--- src/rtl/sfe_pkg.sv ---
// rtl/sfe_pkg.sv - shared types, screen defaults and packed-field helper
// Used by sprite_frame_engine and rect_scanner.
package sfe_pkg;

  typedef enum logic [2:0] {
    S_IDLE,
    S_LATCH,
    S_ERASE,
    S_DRAW,
    S_CHECK,
    S_DONE
  } state_e;

  localparam int          DEF_SCREEN_W  = 160;
  localparam int          DEF_SCREEN_H  = 120;
  localparam logic [2:0]  DEF_BG_COLOUR = 3'b000;

  localparam int FIELD_MAX = 16;
  localparam int VEC_MAX   = 128;

  // Field idx of a packed per-object vector; callers zero-extend into VEC_MAX and size-cast the result.
  function automatic logic [FIELD_MAX-1:0] get_field(input logic [VEC_MAX-1:0] vec,
                                                      input int idx, input int width);
    logic [VEC_MAX-1:0] mask;
    mask = (VEC_MAX'(1) << width) - VEC_MAX'(1);
    return FIELD_MAX'((vec >> (idx * width)) & mask);
  endfunction

endpackage

--- src/rtl/rect_scanner.sv ---
// rtl/rect_scanner.sv - raster walk over one rectangle, one pixel per step
// Counters wrap to zero after the last pixel so the next rectangle starts clean.
module rect_scanner
  import sfe_pkg::*;
#(
  parameter int X_W      = 8,
  parameter int Y_W      = 7,
  parameter int SCREEN_W = DEF_SCREEN_W,
  parameter int SCREEN_H = DEF_SCREEN_H
) (
  input  logic           clk,
  input  logic           reset,
  input  logic           step,
  input  logic [X_W-1:0] rect_x,
  input  logic [Y_W-1:0] rect_y,
  input  logic [X_W-1:0] rect_w,
  input  logic [Y_W-1:0] rect_h,
  output logic [X_W:0]   pix_x,
  output logic [Y_W:0]   pix_y,
  output logic           on_screen,
  output logic           last_pixel
);

  logic [X_W-1:0] px_q, px_d;
  logic [Y_W-1:0] py_q, py_d;
  logic           end_of_row;

  always_comb begin
    end_of_row = (px_q == rect_w - X_W'(1));
    last_pixel = end_of_row && (py_q == rect_h - Y_W'(1));
    pix_x      = {1'b0, rect_x} + {1'b0, px_q};
    pix_y      = {1'b0, rect_y} + {1'b0, py_q};
    on_screen  = (pix_x < (X_W+1)'(SCREEN_W)) && (pix_y < (Y_W+1)'(SCREEN_H));
    px_d       = px_q;
    py_d       = py_q;
    if (step) begin
      if (last_pixel) begin
        px_d = '0;
        py_d = '0;
      end else if (end_of_row) begin
        px_d = '0;
        py_d = py_q + Y_W'(1);
      end else begin
        px_d = px_q + X_W'(1);
      end
    end
  end

  always_ff @(posedge clk) begin
    if (reset) begin
      px_q <= '0;
      py_q <= '0;
    end else begin
      px_q <= px_d;
      py_q <= py_d;
    end
  end

endmodule

--- src/rtl/sprite_frame_engine.sv ---
// rtl/sprite_frame_engine.sv - per-frame erase/draw/collision sequencer for the VGA path
// Erases last frame's rectangles, draws the new ones, then tests object 0 against the rest.
module sprite_frame_engine
  import sfe_pkg::*;
#(
  parameter int                  NUM_OBJ   = 4,
  parameter int                  X_W       = 8,
  parameter int                  Y_W       = 7,
  parameter int                  COLOUR_W  = 3,
  parameter int                  SCREEN_W  = DEF_SCREEN_W,
  parameter int                  SCREEN_H  = DEF_SCREEN_H,
  parameter logic [COLOUR_W-1:0] BG_COLOUR = COLOUR_W'(DEF_BG_COLOUR)
) (
  input  logic                         clk,
  input  logic                         reset,
  input  logic                         start,
  input  logic [NUM_OBJ-1:0]           obj_en,
  input  logic [NUM_OBJ*X_W-1:0]       obj_x,
  input  logic [NUM_OBJ*Y_W-1:0]       obj_y,
  input  logic [NUM_OBJ*X_W-1:0]       obj_w,
  input  logic [NUM_OBJ*Y_W-1:0]       obj_h,
  input  logic [NUM_OBJ*COLOUR_W-1:0]  obj_colour,
  output logic [X_W-1:0]               x_out,
  output logic [Y_W-1:0]               y_out,
  output logic [COLOUR_W-1:0]          colour_out,
  output logic                         plot,
  output logic                         busy,
  output logic                         done,
  output logic                         collision
);

  localparam int IDX_W = (NUM_OBJ > 1) ? $clog2(NUM_OBJ) : 1;

  state_e                      state_q, state_d;
  logic [IDX_W-1:0]            idx_q, idx_d;
  logic [NUM_OBJ-1:0]          cur_en_q, cur_en_d, shd_en_q, shd_en_d;
  logic [NUM_OBJ*X_W-1:0]      cur_x_q, cur_x_d, shd_x_q, shd_x_d;
  logic [NUM_OBJ*X_W-1:0]      cur_w_q, cur_w_d, shd_w_q, shd_w_d;
  logic [NUM_OBJ*Y_W-1:0]      cur_y_q, cur_y_d, shd_y_q, shd_y_d;
  logic [NUM_OBJ*Y_W-1:0]      cur_h_q, cur_h_d, shd_h_q, shd_h_d;
  logic [NUM_OBJ*COLOUR_W-1:0] cur_c_q, cur_c_d, shd_c_q, shd_c_d;
  logic                        prev_valid_q, prev_valid_d;
  logic                        collision_q, collision_d;
  logic                        plot_q, plot_d;
  logic                        done_q, done_d;
  logic [X_W-1:0]              x_q, x_d;
  logic [Y_W-1:0]              y_q, y_d;
  logic [COLOUR_W-1:0]         colour_q, colour_d;

  logic                        in_erase, scanning, step;
  logic [X_W-1:0]              src_x, src_w;
  logic [Y_W-1:0]              src_y, src_h;
  logic [COLOUR_W-1:0]         src_c;
  logic [X_W:0]                pix_x;
  logic [Y_W:0]                pix_y;
  logic                        on_screen, last_pixel;
  logic [NUM_OBJ-1:0]          cur_vld, shd_vld;
  logic                        cur_first_ok, cur_next_ok, shd_first_ok, shd_next_ok;
  logic [IDX_W-1:0]            cur_first, cur_next, shd_first, shd_next;
  logic                        hit;

  // One scanner serves both passes; only its source registers change.
  always_comb begin
    in_erase = (state_q == S_ERASE);
    src_x = X_W'(get_field(VEC_MAX'(in_erase ? shd_x_q : cur_x_q), int'(idx_q), X_W));
    src_w = X_W'(get_field(VEC_MAX'(in_erase ? shd_w_q : cur_w_q), int'(idx_q), X_W));
    src_y = Y_W'(get_field(VEC_MAX'(in_erase ? shd_y_q : cur_y_q), int'(idx_q), Y_W));
    src_h = Y_W'(get_field(VEC_MAX'(in_erase ? shd_h_q : cur_h_q), int'(idx_q), Y_W));
    src_c = COLOUR_W'(get_field(VEC_MAX'(cur_c_q), int'(idx_q), COLOUR_W));
  end

  rect_scanner #(
    .X_W      (X_W),
    .Y_W      (Y_W),
    .SCREEN_W (SCREEN_W),
    .SCREEN_H (SCREEN_H)
  ) u_scan (
    .clk        (clk),
    .reset      (reset),
    .step       (step),
    .rect_x     (src_x),
    .rect_y     (src_y),
    .rect_w     (src_w),
    .rect_h     (src_h),
    .pix_x      (pix_x),
    .pix_y      (pix_y),
    .on_screen  (on_screen),
    .last_pixel (last_pixel)
  );

  // Disabled or zero-size objects are skipped by jumping straight to the next drawable index.
  always_comb begin
    cur_vld      = '0;
    shd_vld      = '0;
    cur_first_ok = 1'b0;
    cur_next_ok  = 1'b0;
    shd_first_ok = 1'b0;
    shd_next_ok  = 1'b0;
    cur_first    = '0;
    cur_next     = '0;
    shd_first    = '0;
    shd_next     = '0;
    for (int j = 0; j < NUM_OBJ; j++) begin
      cur_vld[j] = cur_en_q[j] && (cur_w_q[j*X_W +: X_W] != '0) && (cur_h_q[j*Y_W +: Y_W] != '0);
      shd_vld[j] = prev_valid_q && shd_en_q[j] &&
                   (shd_w_q[j*X_W +: X_W] != '0) && (shd_h_q[j*Y_W +: Y_W] != '0);
    end
    for (int j = NUM_OBJ - 1; j >= 0; j--) begin
      if (cur_vld[j]) begin
        cur_first_ok = 1'b1;
        cur_first    = IDX_W'(j);
      end
      if (shd_vld[j]) begin
        shd_first_ok = 1'b1;
        shd_first    = IDX_W'(j);
      end
      if (cur_vld[j] && (j > int'(idx_q))) begin
        cur_next_ok = 1'b1;
        cur_next    = IDX_W'(j);
      end
      if (shd_vld[j] && (j > int'(idx_q))) begin
        shd_next_ok = 1'b1;
        shd_next    = IDX_W'(j);
      end
    end
    hit = cur_vld[0] && cur_vld[idx_q] &&
          ({1'b0, cur_x_q[X_W-1:0]} < {1'b0, src_x} + {1'b0, src_w}) &&
          ({1'b0, src_x} < {1'b0, cur_x_q[X_W-1:0]} + {1'b0, cur_w_q[X_W-1:0]}) &&
          ({1'b0, cur_y_q[Y_W-1:0]} < {1'b0, src_y} + {1'b0, src_h}) &&
          ({1'b0, src_y} < {1'b0, cur_y_q[Y_W-1:0]} + {1'b0, cur_h_q[Y_W-1:0]});
  end

  always_comb begin
    state_d      = state_q;
    idx_d        = idx_q;
    cur_en_d     = cur_en_q;
    cur_x_d      = cur_x_q;
    cur_y_d      = cur_y_q;
    cur_w_d      = cur_w_q;
    cur_h_d      = cur_h_q;
    cur_c_d      = cur_c_q;
    shd_en_d     = shd_en_q;
    shd_x_d      = shd_x_q;
    shd_y_d      = shd_y_q;
    shd_w_d      = shd_w_q;
    shd_h_d      = shd_h_q;
    shd_c_d      = shd_c_q;
    prev_valid_d = prev_valid_q;
    collision_d  = collision_q;
    done_d       = 1'b0;
    scanning     = (state_q == S_ERASE) || (state_q == S_DRAW);
    step         = scanning;
    plot_d       = scanning && on_screen;
    x_d          = scanning ? pix_x[X_W-1:0] : x_q;
    y_d          = scanning ? pix_y[Y_W-1:0] : y_q;
    colour_d     = scanning ? (in_erase ? BG_COLOUR : src_c) : colour_q;

    case (state_q)
      S_IDLE: begin
        if (start) begin
          cur_en_d    = obj_en;
          cur_x_d     = obj_x;
          cur_y_d     = obj_y;
          cur_w_d     = obj_w;
          cur_h_d     = obj_h;
          cur_c_d     = obj_colour;
          collision_d = 1'b0;
          state_d     = S_LATCH;
        end
      end
      S_LATCH: begin
        if (shd_first_ok) begin
          state_d = S_ERASE;
          idx_d   = shd_first;
        end else if (cur_first_ok) begin
          state_d = S_DRAW;
          idx_d   = cur_first;
        end else begin
          state_d = S_CHECK;
          idx_d   = IDX_W'(1);
        end
      end
      S_ERASE: begin
        if (last_pixel) begin
          if (shd_next_ok) begin
            idx_d = shd_next;
          end else if (cur_first_ok) begin
            state_d = S_DRAW;
            idx_d   = cur_first;
          end else begin
            state_d = S_CHECK;
            idx_d   = IDX_W'(1);
          end
        end
      end
      S_DRAW: begin
        if (last_pixel) begin
          if (cur_next_ok) begin
            idx_d = cur_next;
          end else begin
            state_d = S_CHECK;
            idx_d   = IDX_W'(1);
          end
        end
      end
      S_CHECK: begin
        collision_d = collision_q | hit;
        if (idx_q == IDX_W'(NUM_OBJ - 1)) begin
          state_d = S_DONE;
        end else begin
          idx_d = idx_q + IDX_W'(1);
        end
      end
      S_DONE: begin
        done_d       = 1'b1;
        shd_en_d     = cur_en_q;
        shd_x_d      = cur_x_q;
        shd_y_d      = cur_y_q;
        shd_w_d      = cur_w_q;
        shd_h_d      = cur_h_q;
        shd_c_d      = cur_c_q;
        prev_valid_d = 1'b1;
        state_d      = S_IDLE;
      end
      default: state_d = S_IDLE;
    endcase
  end

  always_ff @(posedge clk) begin
    if (reset) begin
      state_q      <= S_IDLE;
      idx_q        <= '0;
      cur_en_q     <= '0;
      cur_x_q      <= '0;
      cur_y_q      <= '0;
      cur_w_q      <= '0;
      cur_h_q      <= '0;
      cur_c_q      <= '0;
      shd_en_q     <= '0;
      shd_x_q      <= '0;
      shd_y_q      <= '0;
      shd_w_q      <= '0;
      shd_h_q      <= '0;
      shd_c_q      <= '0;
      prev_valid_q <= 1'b0;
      collision_q  <= 1'b0;
      plot_q       <= 1'b0;
      done_q       <= 1'b0;
      x_q          <= '0;
      y_q          <= '0;
      colour_q     <= '0;
    end else begin
      state_q      <= state_d;
      idx_q        <= idx_d;
      cur_en_q     <= cur_en_d;
      cur_x_q      <= cur_x_d;
      cur_y_q      <= cur_y_d;
      cur_w_q      <= cur_w_d;
      cur_h_q      <= cur_h_d;
      cur_c_q      <= cur_c_d;
      shd_en_q     <= shd_en_d;
      shd_x_q      <= shd_x_d;
      shd_y_q      <= shd_y_d;
      shd_w_q      <= shd_w_d;
      shd_h_q      <= shd_h_d;
      shd_c_q      <= shd_c_d;
      prev_valid_q <= prev_valid_d;
      collision_q  <= collision_d;
      plot_q       <= plot_d;
      done_q       <= done_d;
      x_q          <= x_d;
      y_q          <= y_d;
      colour_q     <= colour_d;
    end
  end

  assign x_out      = x_q;
  assign y_out      = y_q;
  assign colour_out = colour_q;
  assign plot       = plot_q;
  assign done       = done_q;
  assign collision  = collision_q;
  assign busy       = (state_q != S_IDLE);

endmodule

--- config.mk ---
export PLATFORM = sky130hd
export DESIGN_NAME = sprite_frame_engine
export DESIGN_NICKNAME = d
export VERILOG_FILES = /design/src/rtl/sfe_pkg.sv /design/src/rtl/rect_scanner.sv /design/src/rtl/sprite_frame_engine.sv
export SDC_FILE = /design/constraint.sdc
export NUM_CORES = 1
export LEC_CHECK = 0
export CAP_MARGIN = 30
export CORE_ASPECT_RATIO = 1.4
export CORE_MARGIN = 4
export CORE_UTILIZATION = 45
export CTS_CLUSTER_DIAMETER = 60
export CTS_CLUSTER_SIZE = 16
export DETAILED_ROUTE_END_ITERATION = 10
export PLACE_DENSITY = 0.72
export REMOVE_ABC_BUFFERS = 1
export SETUP_SLACK_MARGIN = 0.05
export SKIP_CTS_REPAIR_TIMING = 1
export SLEW_MARGIN = 20
export SYNTH_ARGS = -nofsm -noshare
export SYNTH_HDL_FRONTEND = slang
export SYNTH_SLANG_ARGS = --single-unit
--- constraint.sdc ---
create_clock -name clk -period 9.6 [get_ports clk]
set_input_delay 1.92 -clock clk [delete_from_list [all_inputs] [get_ports clk]]
set_output_delay 1.92 -clock clk [all_outputs]
set_load 0.05 [all_outputs]
==> impl_metrics.toml, run 1 <==
[detailed_routing]
wl_per_cell_microns = 16.97
post_drt_via_cell_ratio = 5.511
drt_wl_total_microns = 42160
drtIter0Drc = 940
drc_errors = 0
vias = 13690
postRouteAntennaNets = 0
drt-pass1-iter-count = 5

[floorplan]
die-area_sq_um = 38340
die_h_microns = 230.1
core_sq_um = 34860
start_util_pct = 45.47
rows = 81
io_pins = 161
dieWidth_microns = 166.6

[timing]
hold_viol = 0
setup_tns_ps = 0
setup_viol = 0
min_period_ps = 4995
drv_slew = 0
max_freq_ghz = 0.2002
rsz0062_at_grt = "false"
worst_pin_slew_ps = 935.9
slew_headroom_pct = 37.45
finClkSkew_ps = 12.53
timing.final.crit_share_pct = 52.03

[grt]
antenna_found_initial = 0
grt.total_usage_pct = 21.35
grt_pass1_vias = 13690
grt_overflow = 0
grt_pass1_wl_microns = 68610
grt_max_degree = 109

[clock_tree]
clock_latency_ps = 550
cts.clk_slew.worst_paths_ps = 70
clockBufferDepth = 3
cts-buffers-inserted = 26
clock_sinks = 302
cts_root_buffer = "clkbuf_16"
cts_tree = "done"
htreeDepth = 1

[setup_path]
cp.arrival_ps = 5460
critical_path_class = "reg2reg"
slowest_stage = "dfxtp_1"
path_max_fanout = 30
ff2ff_path_depth = 16
cpPeakStageDelay_ps = 630
end_kind = "flop"
path_cells = "or3b_4 -> buf_4 -> mux4_2 -> mux2_2 -> ha_1 -> inv_1 -> fa_1 -> ha_1 -> a21o_1 -> a21o_1 -> a21o_1 -> a21o_1 -> a21o_1 -> a21oi_1 -> a211oi_1 -> o31ai_1"
cp-start-kind = "flop"
cpMostUsedCell = "a21o_1"
crit_required_ps = 10070

[pwr]
net-switching-power_mw = 1.719
leakage_nw = 6.915
p_seq_share_pct = 35.9
vdd_ir_drop_max_v = 0.0001361
swShare_pct = 38.98
cellPowerDensity_nw_per_um2 = 238.8
intPower_mw = 2.691
p_comb_share_pct = 39.9
pwr-share-clk_pct = 24.2

[cells_and_area]
fin_cells = 2484
n_antenna_cell = 0
fin_nets = 2240
area_growth_pct = 16.50
design_area_sq_um = 18470
drive_gt1_share_pct = 6.262
fin_util_pct = 52.97

[logic_synthesis]
synth-main-ff-cell = "dfxtp_1"
synth_top_cell_by_area = "dfxtp_1"
yosysMostFrequentCell = "nand2_1"
yosysTopAreaCellShare_pct = 38.14
netlist_instances = 1937
synthMuxAreaShare_pct = 11.25
synthSimpleGateAreaFrac_pct = 20.45
syn_area_sq_um = 15850
synth_edf_count = 0
synth_commonest_cells = "nand2_1 (619), a21oi_1 (315), dfxtp_1 (302)"
synthAdderAreaFrac_pct = 6.914
synth_cell_type_count = 76
synth_xor_area_share_pct = 3.528
ys_warn_count = 0
netlist_top_cells_area = "dfxtp_1 (38%), nand2_1 (15%), a21oi_1 (9.9%)"
synth-compound-area-share_pct = 15.07
ys_seq_area_share_pct = 38.14
synth_seq_cells = 302
avgSynthCellArea_sq_um = 8.184
synthArstFlopShare_pct = 0
synth_top_family_by_area = "simple AND/OR/NAND/NOR gates"

[placed_design]
port_buffers = 160
gp_congestion = 0.9115
placed_cells = 2445
hpwl_microns = 30170
place_area_sq_um = 17630

[worst_hold_path]
hp-class = "reg2reg"
hold_depth = 2

[job]
cap_violations = 0

[run_status]
status = "complete, no violations"
kinds of logic (layout without fill, tap and decap cells):
logic type | count (synthesis) | in the layout
simple gates | 785 | 785
flops | 302 | 302
mux | 110 | 110
fa+ha+maj | 84 | 84
xor+xnor | 63 | 63
compound gates | 421 | 421
buf+inv | 172 | 263
per-layer routing:
| metal | GRT usage [%] | vias to the layer above | share of wire, % |
|---|---|---|---|
| li1 | - | 6781 | - |
| met1 | 24.23 | 6501 | 39 |
| met2 | 40.29 | 320 | 53 |
| met3 | 2.683 | 87 | 4.4 |
| met4 | 8.493 | 0 | 3.8 |
| met5 | 0 | - | 0 |
sequential cells by signal (all words and copies together), names as in the netlist, 2 cells and up:
name,cells
shd_h_q,28
colour_out,3
idx_q,2
cur_w_q,32
cur_en_q,4
cur_h_q,28
cur_y_q,28
state_q,3
x_out,8
shd_en_q,4
u_scan.px_q,8
y_out,7
cur_x_q,32
shd_x_q,32
u_scan.py_q,7
shd_y_q,28
cur_c_q,12
shd_w_q,32
worst max-delay path: cells and delay by family, from the launching register on:
kind,cells,cell delay [ps]
AOI/OAI and AO/OA,8,1260
adders and majority gates,3,920
muxes,2,880
buffers and inverters,2,680
DFF,1,630
and+or+nand+nor,1,460
power groups by stage:
stage | Clock [mW] | Combinational (mW) | Sequential (mW)
floorplan | 0 | 1.25 | 1.60
global placement | 0 | 1.72 | 1.60
detailed placement | 0 | 1.76 | 1.61
CTS | 1.09 | 1.77 | 1.58
global route | 1.14 | 1.97 | 1.60
finish | 1.07 | 1.76 | 1.58
cell type report:
cell class                 instances  area, sq um
clock buffer                      29        693.2
clock inverter                    10        133.9
fill                            3344        16400
inverter                          51        191.4
multi-input combinational       1463         9106
sequential                       302         6048
tap                              456        570.5
timing repair buffer             173         1724
through the flow:
step / worst slack [ps] / hold WS [ps] / total power [mW]
6_report: 4605 / 453.0 / 4.410
5_1_grt: 4281 / 469.8 / 4.715
4_1_cts: 4644 / 453.6 / 4.442
3_5_place_dp: 4652 / 446.1 / 3.371
3_3_place_gp: 4735 / 438.2 / 3.325
2_1_floorplan: 2357 / 427.1 / 2.849
worst paths after layout:
check / startpoint / endpoint / slack, ps
setup reg to reg: state_q[2]$_SDFFE_PP0P_ / collision$_SDFFE_PP0P_ / 4600
setup / recovery: state_q[2]$_SDFFE_PP0P_ / collision$_SDFFE_PP0P_ / 4600
hold reg to reg: shd_y_q[24]$_SDFFE_PP0P_ / shd_y_q[24]$_SDFFE_PP0P_ / 450
hold / removal: shd_y_q[24]$_SDFFE_PP0P_ / shd_y_q[24]$_SDFFE_PP0P_ / 450
layout by cell type, fill, tap and decap left out, types with 25 or more instances in the layout:
master / n
clkbuf_16: 27
nand3_1: 25
ha_1: 78
a21oi_1: 315
nor2_1: 49
mux2i_1: 53
inv_1: 50
clkdlybuf4s50_1: 159
nand2_1: 617
dfxtp_1: 300
nor4_1: 28
mux4_2: 45
xnor2_1: 38
(Power assumes the default switching activity.)
==> inputs of run 2 (changes only) <==
Settings changed: PLACE_DENSITY 0.72 to 0.74.
Clock period 9.6 ns to 4.4 ns, I/O delays scaled along.
==> impl_metrics.toml, run 2 (synthesized netlist as in run 1, its figures left out) <==
[run_status]
status = "complete, no violations"

[pwr]
pwr-share-clk_pct = 22.3
p_comb_share_pct = 41.9
net-switching-power_mw = 3.748
vdd_ir_drop_max_v = 0.0004561
p_seq_share_pct = 35.9
swShare_pct = 39.05
intPower_mw = 5.850
leakage_nw = 7.005
cellPowerDensity_nw_per_um2 = 515.5

[grt]
grt_pass1_vias = 13800
grt_max_degree = 158
antenna_found_initial = 0
grt.total_usage_pct = 21.71
grt_overflow = 0
grt_pass1_wl_microns = 69310

[cells_and_area]
design_area_sq_um = 18620
layout_commonest_cell = "nand2_1"
layout_common_cells = "nand2_1 (617), a21oi_1 (314), dfxtp_1 (300)"
area_growth_pct = 17.44
n_antenna_cell = 0
fin_nets = 2264
fin_cells = 2504
fin_util_pct = 53.40
drive_gt1_share_pct = 7.275

[timing]
timing.final.crit_share_pct = 94.42
hold_ws_ps = 453.7
worst_pin_slew_ps = 832.2
min_period_ps = 4154
worst_slack_ps = 245.6
slew_headroom_pct = 43.08
setup_viol = 0
hold_viol = 0
finClkSkew_ps = 20.28
max_freq_ghz = 0.2407
rsz0062_at_grt = "false"
drv_slew = 0

[setup_path]
cpMostUsedCell = "a21o_1"
critical_path_class = "reg2reg"
crit_buf_inv = 2
cp-start-kind = "flop"
slowest_stage = "or3b_4"
path_max_fanout = 8
cp.arrival_ps = 4610
path_cells = "or3b_4 -> buf_4 -> mux4_2 -> mux2_2 -> ha_1 -> inv_1 -> fa_1 -> ha_1 -> a21o_1 -> a21o_1 -> a21o_1 -> a21o_1 -> a21o_1 -> a211oi_1 -> o41ai_1 -> o31ai_1"
cpPeakStageDelay_ps = 470
critical_path.top_delay_family = "compound AO/OA/AOI/OAI gates"
end_kind = "flop"
crit_required_ps = 4860

[clock_tree]
clockBufferDepth = 3
cts-buffers-inserted = 25
cts_root_buffer = "clkbuf_16"
cts.clk_slew.worst_paths_ps = 70
clock_latency_ps = 550
cts_tree = "done"
clock_sinks = 302
htreeDepth = 1

[placed_design]
gp_congestion = 0.9202
placed_cells = 2463
post-place-ws_ps = 157.5
port_buffers = 160
hpwl_microns = 31120
place_area_sq_um = 17800

[detailed_routing]
drc_errors = 0
drt-pass1-iter-count = 5
drt_wl_total_microns = 42760
dr_wl_met3_microns = 1781
drtIter0Drc = 1012
postRouteAntennaNets = 0
vias = 13730
wl_per_cell_microns = 17.08
highest_layer = "met4"
met2WireLength_microns = 22450
wl_met1_microns = 16700
post_drt_via_cell_ratio = 5.482

[floorplan]
core_sq_um = 34860
die-area_sq_um = 38340
dieWidth_microns = 166.6
io_pins = 161
start_util_pct = 45.47
rows = 81
die_h_microns = 230.1

[worst_hold_path]
hp-class = "reg2reg"

[job]
cap_violations = 0
==> run 2: cell count changes in the layout (fill, tap and decap cells not counted), sizes merged <==
| cell | delta |
|---|---|
| buf | +24 |
| clkinv | -3 |
| clkbuf | -2 |
| clkinvlp | +2 |
| bufinv | -1 |
==> run 2: through the flow <==
stage,TNS (ps),total power [mW]
after global routing,0,10.23
after detailed placement,0,7.484
after floorplan,-371020,6.216
after CTS,0,9.627
final,0,9.598
after global placement,0,7.384
==> run 2: layout make-up <==
| cell class | instances | area (sq um) |
|---|---|---|
| fill | 3270 | 16250 |
| inverter | 51 | 191.4 |
| clock inverter | 8 | 95.09 |
| tap | 456 | 570.5 |
| sequential | 302 | 6051 |
| multi-input combinational | 1463 | 9102 |
| timing repair buffer | 198 | 1968 |
| clock buffer | 26 | 639.4 |
==> run 2: worst paths after layout <==
kind / startpoint / to / slack (ps) / cells past startpoint
setup reg to reg: state_q[1]$_SDFFE_PP0P_ / collision$_SDFFE_PP0P_ / 250 / 16
hold reg to reg: shd_y_q[9]$_SDFFE_PP0P_ / shd_y_q[9]$_SDFFE_PP0P_ / 450 / 2
hold / removal: shd_y_q[9]$_SDFFE_PP0P_ / shd_y_q[9]$_SDFFE_PP0P_ / 450 / 2
setup / recovery: state_q[1]$_SDFFE_PP0P_ / collision$_SDFFE_PP0P_ / 250 / 16
==> run 2: routing by layer <==
metal / vias to the layer above / track usage, %
met5: - / 0
met4: 0 / 8.954
met3: 111 / 2.528
met2: 356 / 40.79
met1: 6430 / 24.79
li1: 6829 / -
==> run 2: tightest hold or removal path, cell delays in order, from the launching register on <==
cell and delay [ps]:
dfxtp_1 310, nand2_1 50, a21oi_1 50
==> run 2: power by group through the flow <==
stage	registers (mW)	logic (mW)	clock network, mW
3_5_place_dp	3.51	3.98	0
4_1_cts	3.45	3.99	2.19
6_report	3.44	4.02	2.14
2_1_floorplan	3.48	2.73	0
5_1_grt	3.48	4.47	2.29
3_3_place_gp	3.50	3.89	0
==> inputs of run 3 (changes only) <==
Settings changed: DONT_BUFFER_PORTS set to 1, PLACE_DENSITY 0.74 to 0.68.
==> impl_metrics.toml, run 3 (synthesized netlist as in run 1, its figures left out) <==
[run_status]
status = "complete, no violations"

[detailed_routing]
drc_errors = 0
post_drt_via_cell_ratio = 5.671
drtIter0Drc = 1138
wl_per_cell_microns = 18.41
postRouteAntennaNets = 0
vias = 13270
drt-pass1-iter-count = 6
drt_wl_total_microns = 43070

[clock_tree]
htreeDepth = 1
cts_root_buffer = "clkbuf_16"
clock_sinks = 302
clockBufferDepth = 3
clock_latency_ps = 560
cts-buffers-inserted = 27
cts_tree = "done"
cts.clk_slew.worst_paths_ps = 70

[timing]
setup_viol = 0
hold_viol = 0
max_freq_ghz = 0.2436
drv_slew = 0
worst_slack_ps = 295.0
slew_headroom_pct = 47.28
finClkSkew_ps = 19.53
rsz0062_at_grt = "false"
timing.final.crit_share_pct = 93.29
worst_pin_slew_ps = 770.9
min_period_ps = 4105

[grt]
grt_overflow = 0
grt_max_degree = 298
antenna_found_initial = 0
grt.total_usage_pct = 21.58
grt_pass1_wl_microns = 68740
grt_pass1_vias = 13160

[placed_design]
port_buffers = 0
placed_cells = 2300
hpwl_microns = 30470
post-place-ws_ps = 247.4
place_area_sq_um = 16130
gp_congestion = 0.9218

[floorplan]
start_util_pct = 45.47
dieWidth_microns = 166.6
core_sq_um = 34860
io_pins = 161
die-area_sq_um = 38340
rows = 81
die_h_microns = 230.1

[cells_and_area]
drive_gt1_share_pct = 7.484
layout_commonest_cell = "nand2_1"
n_antenna_cell = 0
multi_input_area_sq_um = 9099
layout_common_cells = "nand2_1 (617), a21oi_1 (315), dfxtp_1 (300)"
register_area_sq_um = 6051
n_fill_cell = 3441
area_growth_pct = 6.985
design_area_sq_um = 16960
fin_cells = 2340
fin_nets = 2097

[pwr]
cellPowerDensity_nw_per_um2 = 560.3
intPower_mw = 5.751
totalPowerFinal_mw = 9.502
swShare_pct = 39.47
leakage_nw = 6.364
p_seq_share_pct = 37.2
p_comb_share_pct = 38.6
net-switching-power_mw = 3.751
vdd_ir_drop_max_v = 0.0003094
pwr-share-clk_pct = 24.3

[setup_path]
critical_path_class = "reg2reg"
end_kind = "flop"
cp-start-kind = "flop"
cp.arrival_ps = 4580
path_max_fanout = 7
crit_required_ps = 4870

[worst_hold_path]
hp-class = "in2reg"

[job]
cap_violations = 0
==> run 3: through the flow <==
step | hold WS, ps | utilization [%] | setup TNS [ps]
4_1_cts | 428.1 | 48.61 | 0
6_report | 439.9 | 48.65 | 0
5_1_grt | 406.1 | 48.65 | 0
3_5_place_dp | 443.1 | 46.28 | 0
3_3_place_gp | 438.0 | 46.28 | 0
2_1_floorplan | 427.1 | - | -371020
==> run 3: per-layer routing <==
metal	wire length (microns)	vias to the layer above	global-route usage [%]
met5	0	-	0
li1	-	6520	-
met1	17250	6331	25.44
met2	22360	326	40.00
met3	1755	92	2.528
met4	1711	0	8.109
==> run 3: power groups by stage <==
stage	sequential [mW]	combinational [mW]	clock, mW
floorplan	3.48	2.73	0
global placement	3.59	3.58	0
detailed placement	3.60	3.66	0
CTS	3.54	3.68	2.37
global route	3.58	4.10	2.48
finish	3.53	3.67	2.31
==> run 3: path summary, 6_finish.rpt <==
kind	start	to	slack [ps]	depth (start not counted)
max	state_q[1]$_SDFFE_PP0P_	collision$_SDFFE_PP0P_	300	16
min reg2reg	shd_y_q[8]$_SDFFE_PP0P_	shd_y_q[8]$_SDFFE_PP0P_	450	2
max reg2reg	state_q[1]$_SDFFE_PP0P_	collision$_SDFFE_PP0P_	300	16
min	reset	cur_h_q[11]$_SDFFE_PP0P_	440	1
==> run 3: final cells by class <==
class | count | area share (%)
Multi-Input combinational cell | 1463 | 53.65
Sequential cell | 302 | 35.68
Clock buffer | 30 | 4.109
Tap cell | 456 | 3.364
Timing Repair Buffer | 29 | 1.380
Inverter | 51 | 1.129
Clock inverter | 9 | 0.6935
==> run 3: worst max-delay path, cell delays in order (launching register included) <==
cell      delay (ps)
dfxtp_1          340
or3b_4           480
buf_4            200
mux4_2           410
mux2_2           310
ha_1             230
inv_1             70
fa_1             430
ha_1             300
a21o_1           160
a21o_1           170
a21o_1           160
a21o_1           160
a21o_1           170
a21oi_1          140
a211oi_1          90
o31ai_1          230
